<file path="src/rtl/knn_kbest_selector.sv">
// K-best selector: scans the distance buffer and keeps the K nearest
// samples in an ascending list with a registered read port.
module knn_kbest_selector #(
    parameter int NUM_SAMPLES = 100,
    parameter int K_MAX       = 8,
    parameter int DIST_WIDTH  = 20,
    parameter int LABEL_WIDTH = 4,
    parameter int ADDR_WIDTH  = 8
) (
    input  logic                     clk,
    input  logic                     rst_n,
    input  logic                     sort_start,
    input  logic                     sort_clear,
    input  logic                     en_sort,
    input  logic [ADDR_WIDTH-1:0]    k_value,
    input  logic [ADDR_WIDTH-1:0]    num_samples,
    output logic                     dist_ren,
    output logic [ADDR_WIDTH-1:0]    dist_raddr,
    input  logic [DIST_WIDTH-1:0]    dist_rdata,
    input  logic [LABEL_WIDTH-1:0]   dist_rlabel,
    output logic                     sort_done,
    output logic                     busy,
    input  logic                     kbest_ren,
    input  logic [$clog2(K_MAX)-1:0] kbest_raddr,
    output logic [DIST_WIDTH-1:0]    kbest_dist,
    output logic [LABEL_WIDTH-1:0]   kbest_label,
    output logic [ADDR_WIDTH-1:0]    kbest_idx,
    output logic [ADDR_WIDTH-1:0]    kbest_count
);

    localparam logic [ADDR_WIDTH-1:0] KMAX_A   = ADDR_WIDTH'(K_MAX);
    localparam logic [ADDR_WIDTH-1:0] NMAX_A   = ADDR_WIDTH'(NUM_SAMPLES);
    localparam logic [DIST_WIDTH-1:0] DIST_INF = '1;

    typedef enum logic [2:0] {
        S_IDLE,
        S_CLEAR,
        S_READ,
        S_INSERT,
        S_DONE,
        S_HELD
    } state_t;

    state_t                  state_q, state_d;
    logic                    start_prev_q;
    logic [ADDR_WIDTH-1:0]   i_q, i_d;
    logic [ADDR_WIDTH-1:0]   count_q, count_d;
    logic [ADDR_WIDTH-1:0]   keff_q, keff_d;
    logic [ADDR_WIDTH-1:0]   nsmp_q, nsmp_d;
    logic [DIST_WIDTH-1:0]   slot_dist_q  [K_MAX];
    logic [DIST_WIDTH-1:0]   slot_dist_d  [K_MAX];
    logic [LABEL_WIDTH-1:0]  slot_label_q [K_MAX];
    logic [LABEL_WIDTH-1:0]  slot_label_d [K_MAX];
    logic [ADDR_WIDTH-1:0]   slot_idx_q   [K_MAX];
    logic [ADDR_WIDTH-1:0]   slot_idx_d   [K_MAX];
    logic [DIST_WIDTH-1:0]   rd_dist_q;
    logic [LABEL_WIDTH-1:0]  rd_label_q;
    logic [ADDR_WIDTH-1:0]   rd_idx_q;

    logic                    start_edge;
    logic [ADDR_WIDTH-1:0]   pos;
    logic [ADDR_WIDTH-1:0]   i_inc;

    assign start_edge = sort_start & ~start_prev_q;
    assign i_inc      = i_q + ADDR_WIDTH'(1);

    // Insert position: valid slots form a sorted prefix, so counting
    // entries <= operand keeps equal distances in arrival order.
    always_comb begin
        pos = '0;
        for (int j = 0; j < K_MAX; j++) begin
            if ((ADDR_WIDTH'(j) < count_q) && (slot_dist_q[j] <= dist_rdata)) begin
                pos = pos + ADDR_WIDTH'(1);
            end
        end
    end

    always_comb begin
        state_d      = state_q;
        i_d          = i_q;
        count_d      = count_q;
        keff_d       = keff_q;
        nsmp_d       = nsmp_q;
        slot_dist_d  = slot_dist_q;
        slot_label_d = slot_label_q;
        slot_idx_d   = slot_idx_q;
        dist_ren     = 1'b0;
        dist_raddr   = '0;
        busy         = 1'b0;
        sort_done    = 1'b0;

        unique case (state_q)
            S_IDLE, S_HELD: begin
                if (start_edge) begin
                    state_d = S_CLEAR;
                    keff_d  = (k_value > KMAX_A) ? KMAX_A : k_value;
                    nsmp_d  = (num_samples > NMAX_A) ? NMAX_A : num_samples;
                end
            end
            S_CLEAR: begin
                busy    = 1'b1;
                count_d = '0;
                i_d     = '0;
                for (int j = 0; j < K_MAX; j++) begin
                    slot_dist_d[j]  = DIST_INF;
                    slot_label_d[j] = '0;
                    slot_idx_d[j]   = '0;
                end
                if ((nsmp_q == '0) || (keff_q == '0)) begin
                    state_d = S_DONE;
                end else begin
                    state_d = S_READ;
                end
            end
            S_READ: begin
                busy       = 1'b1;
                dist_raddr = i_q;
                if (en_sort) begin
                    dist_ren = 1'b1;
                    state_d  = S_INSERT;
                end
            end
            S_INSERT: begin
                busy = 1'b1;
                if (pos < keff_q) begin
                    for (int j = 1; j < K_MAX; j++) begin
                        if ((ADDR_WIDTH'(j) > pos) && (ADDR_WIDTH'(j) < keff_q)) begin
                            slot_dist_d[j]  = slot_dist_q[j-1];
                            slot_label_d[j] = slot_label_q[j-1];
                            slot_idx_d[j]   = slot_idx_q[j-1];
                        end
                    end
                    for (int j = 0; j < K_MAX; j++) begin
                        if (ADDR_WIDTH'(j) == pos) begin
                            slot_dist_d[j]  = dist_rdata;
                            slot_label_d[j] = dist_rlabel;
                            slot_idx_d[j]   = i_q;
                        end
                    end
                    if (count_q < keff_q) begin
                        count_d = count_q + ADDR_WIDTH'(1);
                    end
                end
                i_d = i_inc;
                if (i_inc == nsmp_q) begin
                    state_d = S_DONE;
                end else begin
                    state_d = S_READ;
                end
            end
            S_DONE: begin
                sort_done = 1'b1;
                state_d   = S_HELD;
            end
            default: begin
                state_d = S_IDLE;
            end
        endcase

        // Flush has priority over everything, including a same-cycle start.
        if (sort_clear) begin
            state_d    = S_IDLE;
            count_d    = '0;
            dist_ren   = 1'b0;
            dist_raddr = '0;
            busy       = 1'b0;
            sort_done  = 1'b0;
            for (int j = 0; j < K_MAX; j++) begin
                slot_dist_d[j]  = DIST_INF;
                slot_label_d[j] = '0;
                slot_idx_d[j]   = '0;
            end
        end
    end

    always_ff @(posedge clk or negedge rst_n) begin
        if (!rst_n) begin
            state_q      <= S_IDLE;
            start_prev_q <= 1'b0;
            i_q          <= '0;
            count_q      <= '0;
            keff_q       <= '0;
            nsmp_q       <= '0;
            for (int j = 0; j < K_MAX; j++) begin
                slot_dist_q[j]  <= DIST_INF;
                slot_label_q[j] <= '0;
                slot_idx_q[j]   <= '0;
            end
        end else begin
            state_q      <= state_d;
            start_prev_q <= sort_start;
            i_q          <= i_d;
            count_q      <= count_d;
            keff_q       <= keff_d;
            nsmp_q       <= nsmp_d;
            slot_dist_q  <= slot_dist_d;
            slot_label_q <= slot_label_d;
            slot_idx_q   <= slot_idx_d;
        end
    end

    always_ff @(posedge clk or negedge rst_n) begin
        if (!rst_n) begin
            rd_dist_q  <= '0;
            rd_label_q <= '0;
            rd_idx_q   <= '0;
        end else if (kbest_ren) begin
            if (ADDR_WIDTH'(kbest_raddr) < count_q) begin
                rd_dist_q  <= slot_dist_q[kbest_raddr];
                rd_label_q <= slot_label_q[kbest_raddr];
                rd_idx_q   <= slot_idx_q[kbest_raddr];
            end else begin
                rd_dist_q  <= DIST_INF;
                rd_label_q <= '0;
                rd_idx_q   <= '0;
            end
        end
    end

    assign kbest_dist  = rd_dist_q;
    assign kbest_label = rd_label_q;
    assign kbest_idx   = rd_idx_q;
    assign kbest_count = count_q;

endmodule

</file>
<file path="config.mk">
export PLATFORM = sky130hd
export DESIGN_NAME = knn_kbest_selector
export DESIGN_NICKNAME = d
export VERILOG_FILES = /design/src/rtl/knn_kbest_selector.sv
export SDC_FILE = /design/constraint.sdc
export NUM_CORES = 1
export LEC_CHECK = 0
export CAP_MARGIN = 20
export CORE_ASPECT_RATIO = 0.8
export CORE_UTILIZATION = 40
export DETAILED_ROUTE_END_ITERATION = 12
export HOLD_SLACK_MARGIN = 0.15
export PLACE_DENSITY = 0.59
export SYNTH_ARGS = -nofsm -noshare
export SYNTH_HDL_FRONTEND = slang
export SYNTH_SLANG_ARGS = --single-unit
export TNS_END_PERCENT = 5
</file>
<file path="constraint.sdc">
create_clock -name clk -period 23.6 [get_ports clk]
set_input_delay 5.9 -clock clk [delete_from_list [all_inputs] [get_ports clk]]
set_output_delay 5.9 -clock clk [all_outputs]
set_load 0.01 [all_outputs]
</file>
==> impl_results.md, run 1 <==
- Die X: 263 um
- Top-count cell post-synth: nor2_1
- Clock skew: 26.8 ps
- CTS tree: built
- Layout area overhead: 13.4%
- Vias in the first global route: 18,380
- Gr ovfl total: 0
- Drt first-iter violations: 1,812
- Logic pwr share: 0.116
- Sequential-to-total area share from yosys stat: 0.382
- DR vias/cell: 6.34
- H-tree levels: 2
- Initial Utilization: 0.405
- Placed Area: 23,400 um^2
- GPL Wtd Cong: 0.911
- Post-synth top area share: 0.193
- Seq pwr share: 0.428
- Final hold vios: 0
- Worst VDD drop: 37.1 uV
- Minimum clock period: 16,510 ps
- Clk pwr share: 0.457
- Unrepaired setup endpoints after global routing: false
- PnR worst setup slack: 7090 ps
- Die area: 55,300 um^2
- F_max: 60.6 MHz
- Register bit count reported by yosys: 324
- Hold WC Path Type: register to register
- Setup WS pre-CTS: 6760 ps
- Routed Antenna Nets: 0
- Ys flop type: dfrtp_1
- Clk root buf: clkbuf_16
- Leading post-synthesis cells by cell area: dfstp_2, dfrtp_1, ha_1
- Final instance area: 24,600 um^2
- Multi-input gate area: 12,400 um^2
- CTS Buf Count: 38
- Vias: 18,800
- Syn avg cell area: 9.87 um^2
- Critical path fanouts, max: 20
- Final Non-Filler Cells: 2,963
- Site Rows: 76
- # fillers: 4,950
- Total GRT Usage: 0.285
- # port buffers: 99
- Post-Place Cells: 2,890
- Sw Ratio: 0.281
- Clk_lat worst skew: 570 ps
- WP data required: 24,090 ps
- Post-synth top area cell: dfstp_2
- Outcome: finished, final reports clean
- Buffer depth of the longest clock path: 3
- Setup TNS: 0 ps
- Fin crit share: 0.700
- Async set-reset flop share out of synthesis: 1.00
- Final setup viols: 0
- Switch Pwr: 0.000374 W
- Antenna violations before repair: 1
- Synth Instances: 2,202
- Post_cts resized: 0
- Io pins: 100
- Largest net degree at the start of global routing: 132
- Max incr delay on CP: 860 ps
- DP Wirelength: 51,500 um
- Internal power: 0.000958 W
- DRC: 0
- Setup bufs post-CTS: 0
- Kind of critical path: input pin to register
- Startpoint Class: input pin
- Core Area: 53,700 um^2
- Drt total wl: 79,000 um
- Syn Std Cell Area: 21,700 um^2
- Least-Margin Pin Slew: 1170 ps
- Post-synth EDFFs: 0
- Clock sink count: 324
- 1st-pass router iterations: 5
- Final #Nets: 2,463
- Max Cap Violations: 0
- P_leak: 10.2 nW
- Slew Limit Fails: 0
- DR WL/cell: 26.7 um
- Cell variety after synth: 93
- Most used cell, CP: ha_1
- Max-slew headroom: 0.216
- Post-cts hold buffer count: 0
- Global-route wire length before repair: 119,000 um
- Crit end category: register
- Top cells by count, synth: nor2_1, ha_1, dfrtp_1
- Overall Power: 0.00133 W
- Die Span Y: 211 um
- Layout cells sized above 1: 0.189
- Reg clk slew, reported paths: 70 ps
- WP data arrival: 17,000 ps
- Critical-path top delay cell: nand2_1
- FF/Latch Area: 8310 um^2
- Pwr Density: 54.0 nW/um^2
- Syn. warnings: 0
==> sequential cells by signal, indices dropped and copies added (netlist names) <==
signal        cells
slot_label_q     32
state_q           3
nsmp_q            8
kbest_label       4
kbest_idx         8
slot_idx_q       64
keff_q            8
i_q               8
start_prev_q      1
kbest_count       8
kbest_dist       20
slot_dist_q     160
==> routing by layer <==
metal	wire (um)	track usage	share of wire
met1	36400	0.417	0.46
met4	1920	0.0828	0.024
met2	33300	0.415	0.42
met3	7290	0.0708	0.092
met5	0	0	0
==> stage by stage <==
stage               utilization  hold slack [ps]
finish                    0.459              490
global route              0.459              513
CTS                       0.458              497
detailed placement        0.435              490
global placement          0.435              481
floorplan                     -              470
==> cells by family (layout without fill, tap and decap cells) <==
kind of cell               after synthesis  in the layout  synth area share
other                                    1              5          0.000173
and+or+nand+nor                        707            707             0.158
xor gates and xnor gates                29             29            0.0134
muxes                                  155            155             0.110
adders and majority gates              185            185             0.106
DFF                                    324            324             0.382
buffers and inverters                  288            343            0.0523
AOI/OAI and AO/OA                      513            513             0.178
==> area by class of cell <==
cell class / count / share of cell area
Clock buffer: 60 / 0.0469
Timing Repair Buffer: 142 / 0.0532
Inverter: 131 / 0.0200
Tap cell: 702 / 0.0356
Multi-Input combinational cell: 1592 / 0.503
Clock inverter: 10 / 0.00406
Sequential cell: 324 / 0.337
Antenna cell: 2 / 0.000203
==> placed cells by master (no fill, tap or decap), drive strengths merged, types with 50 or more instances in the layout <==
cell and instances:
ha 185, nand3 58, clkdlybuf4s50 94, nand2 145
o21ai 71, nor2 228, dfrtp 164, mux2i 70
a221oi 62, mux4 64, nand4 50, a221o 63
clkbuf 60, dfstp 160, inv 132, nor3 86
a21oi 132
==> worst max-delay path, delay by kind of cell <==
kind            cells  cell delay [ps]
buf+inv             3              760
compound gates     10             2170
xor+xnor            2              510
simple gates       14             5580
mux                 1              490
fa+ha+maj           5             1570
==> power by group through the flow <==
stage | sequential [W] | combinational, W | clock [W]
6_report | 0.000570 | 0.000154 | 0.000608
5_1_grt | 0.000570 | 0.000167 | 0.000638
4_1_cts | 0.000570 | 0.000152 | 0.000617
3_5_place_dp | 0.000579 | 0.000152 | 0
3_3_place_gp | 0.000578 | 0.000150 | 0
2_1_floorplan | 0.000575 | 0.0000880 | 0
==> worst paths after layout <==
path                       slack (ps)              from               end  cells past startpoint
max reg2reg                     12750  slot_dist_q[143]  slot_dist_q[103]                     31
min in group asynchronous        5470             rst_n      kbest_idx[6]                      1
max in group asynchronous       15850             rst_n    kbest_count[1]                      3
min reg2reg                       490   slot_dist_q[49]   slot_dist_q[29]                      2
min                               490   slot_dist_q[49]   slot_dist_q[29]                      2
max                              7090    dist_rdata[15]  slot_dist_q[103]                     35
(Power assumes the default switching activity.)
==> run 2: changes to the inputs <==
Clock period 23.6 ns to 16.6 ns, I/O delays scaled along.
==> run 2 against run 1 <==
Cell count decreased by 0.10%. Combinational power up 42%. Die area unchanged. Clock power is 48% higher. Global-route usage down 0.34 points. Largest power group unchanged. Design area grew 0.37%. Clock-buffer cell count unchanged. Highest routed layer unchanged. Wire length shrank 1.3%. Critical endpoint unchanged. Critical path depth fell by 1.
==> impl_results.md, run 2 (synthesis results as in run 1) <==
- Largest Register: slot_dist_q
- Vias in the first global route: 18,584
- Clock sink count: 324
- Layout area overhead: 13.8%
- Antenna violations before repair: 1
- Min-Delay Endpoint: slot_dist_q[8]
- Setup TNS: 0 ps
- Vias: 18,725
- Max incr delay on CP: 890 ps
- Crit end category: register
- Minimum clock period: 14,770 ps
- Gr ovfl total: 0
- Largest net degree at the start of global routing: 152
- Die area: 55,300 um^2
- DRC: 0
- Post-cts hold buffer count: 0
- Least-Margin Pin Slew: 1220 ps
- Io pins: 100
- Fin crit share: 0.890
- Final hold vios: 0
- Clock skew: 27.4 ps
- # port buffers: 99
- Routed Antenna Nets: 0
- DR WL/cell: 26.3 um
- Buffer depth of the longest clock path: 3
- H-tree levels: 2
- Overall Power: 0.00193 W
- Startpoint Class: input pin
- Drt first-iter violations: 1,677
- RR Endpoint: slot_dist_q[103]
- Reg2reg start: slot_dist_q[147]
- Total GRT Usage: 0.282
- CTS tree: built
- DP Wirelength: 51,400 um
- Max-slew headroom: 0.188
- Unrepaired setup endpoints after global routing: false
- Reg clk slew, reported paths: 60 ps
- Reg-to-reg slack, setup: 5730 ps
- Max FFs per register: 160
- Most frequent cells in the layout: nor2_1, ha_1, dfrtp_1, dfstp_2, nand2_1
- Top Registers: slot_dist_q: 160 flops, slot_idx_q: 64 flops, slot_label_q: 32 flops
- WP data arrival: 15,270 ps
- GPL Wtd Cong: 0.921
- Hold WC Path Type: register to register
- Most used cell, CP: ha_1
- Diode count: 0
- Die X: 263 um
- Setup bufs post-CTS: 0
- Global-route wire length before repair: 118,000 um
- Die Span Y: 211 um
- Slew Limit Fails: 0
- DR vias/cell: 6.33
- Outcome: finished, final reports clean
- Register-to-Register Path Depth: 32
- Drt total wl: 77,900 um
- Final setup viols: 0
- Pwr Density: 77.9 nW/um^2
- Final #Nets: 2,462
- P_leak: 10.3 nW
- CTS Buf Count: 38
- Kind of critical path: input pin to register
- 1st-pass router iterations: 5
- Clk_lat worst skew: 580 ps
- WP data required: 17,100 ps
- Initial Utilization: 0.405
- Layout cells sized above 1: 0.189
- Commonest non-fill, non-tap cell in the layout: nor2_1
- Core Area: 53,700 um^2
- Clk root buf: clkbuf_16
- Max Cap Violations: 0
- Post_cts resized: 0
- Critical path fanouts, max: 20
- F_max: 67.7 MHz
- Worst VDD drop: 59.9 uV
- Critical-path top delay cell: nand2_1
- Site Rows: 76
- Hold path start: slot_dist_q[8]
- Cell depth of the worst hold path: 2
run 2: cell types whose count changed in the layout (fill, tap and decap cells not counted), sizes merged:
cell / change
buf: -2
bufinv: +2
clkbuf: +1
clkinv: +1
clkinvlp: -1
diode: -2
inv: -2
run 2: how the worst max path moves through the flow:
stage,from,endpoint,slack [ps],cells after the start
6_report,dist_rdata[7],slot_dist_q[103],1830,34
5_1_grt,dist_rdata[7],slot_dist_q[107],1310,34
4_1_cts,dist_rdata[7],slot_dist_q[103],2040,34
3_5_place_dp,dist_rdata[7],slot_dist_q[111],1480,34
3_3_place_gp,dist_rdata[7],slot_dist_q[109],1770,37
2_1_floorplan,dist_rdata[11],slot_idx_q[40],3960,38
run 2: power breakdown:
group / switching (W) / leakage, nW / internal (W)
clock: 0.000373 / 0.644 / 0.000525
combinational: 0.000152 / 5.78 / 0.0000668
sequential: 0.0000106 / 3.84 / 0.000799
run 2: worst max-delay path, delay by kind of cell:
kind | cells | cell delay, ps
buffers and inverters | 2 | 780
xor gates and xnor gates | 3 | 750
adders and majority gates | 6 | 1710
AOI/OAI and AO/OA | 8 | 2510
and+or+nand+nor | 15 | 5330
run 2: area by class of cell:
cell class,count,area (um^2)
fill,4968,29000
multi-input combinational,1592,12400
sequential,324,8310
timing repair buffer,141,1340
clock buffer,60,1140
tap,702,878
inverter,131,492
clock inverter,10,180
run 2: metal layers:
metal | wire length [um] | share of wire | GRT usage
met2 | 32500 | 0.42 | 0.403
met4 | 1830 | 0.023 | 0.0822
met1 | 35900 | 0.46 | 0.416
met5 | 0 | 0 | 0
met3 | 7610 | 0.098 | 0.0709
run 2: metrics by stage:
stage / hold WS (ps) / util / instances / instance area (um^2) / worst slack (ps)
after global placement: 483 / 0.435 / 2888 / 23400 / 1770
final: 497 / 0.460 / 2960 / 24700 / 1830
after floorplan: 470 / - / 2204 / 21700 / 3960
after CTS: 497 / 0.460 / 2958 / 24700 / 2040
after detailed placement: 487 / 0.435 / 2888 / 23400 / 1480
after global routing: 515 / 0.460 / 2960 / 24700 / 1310
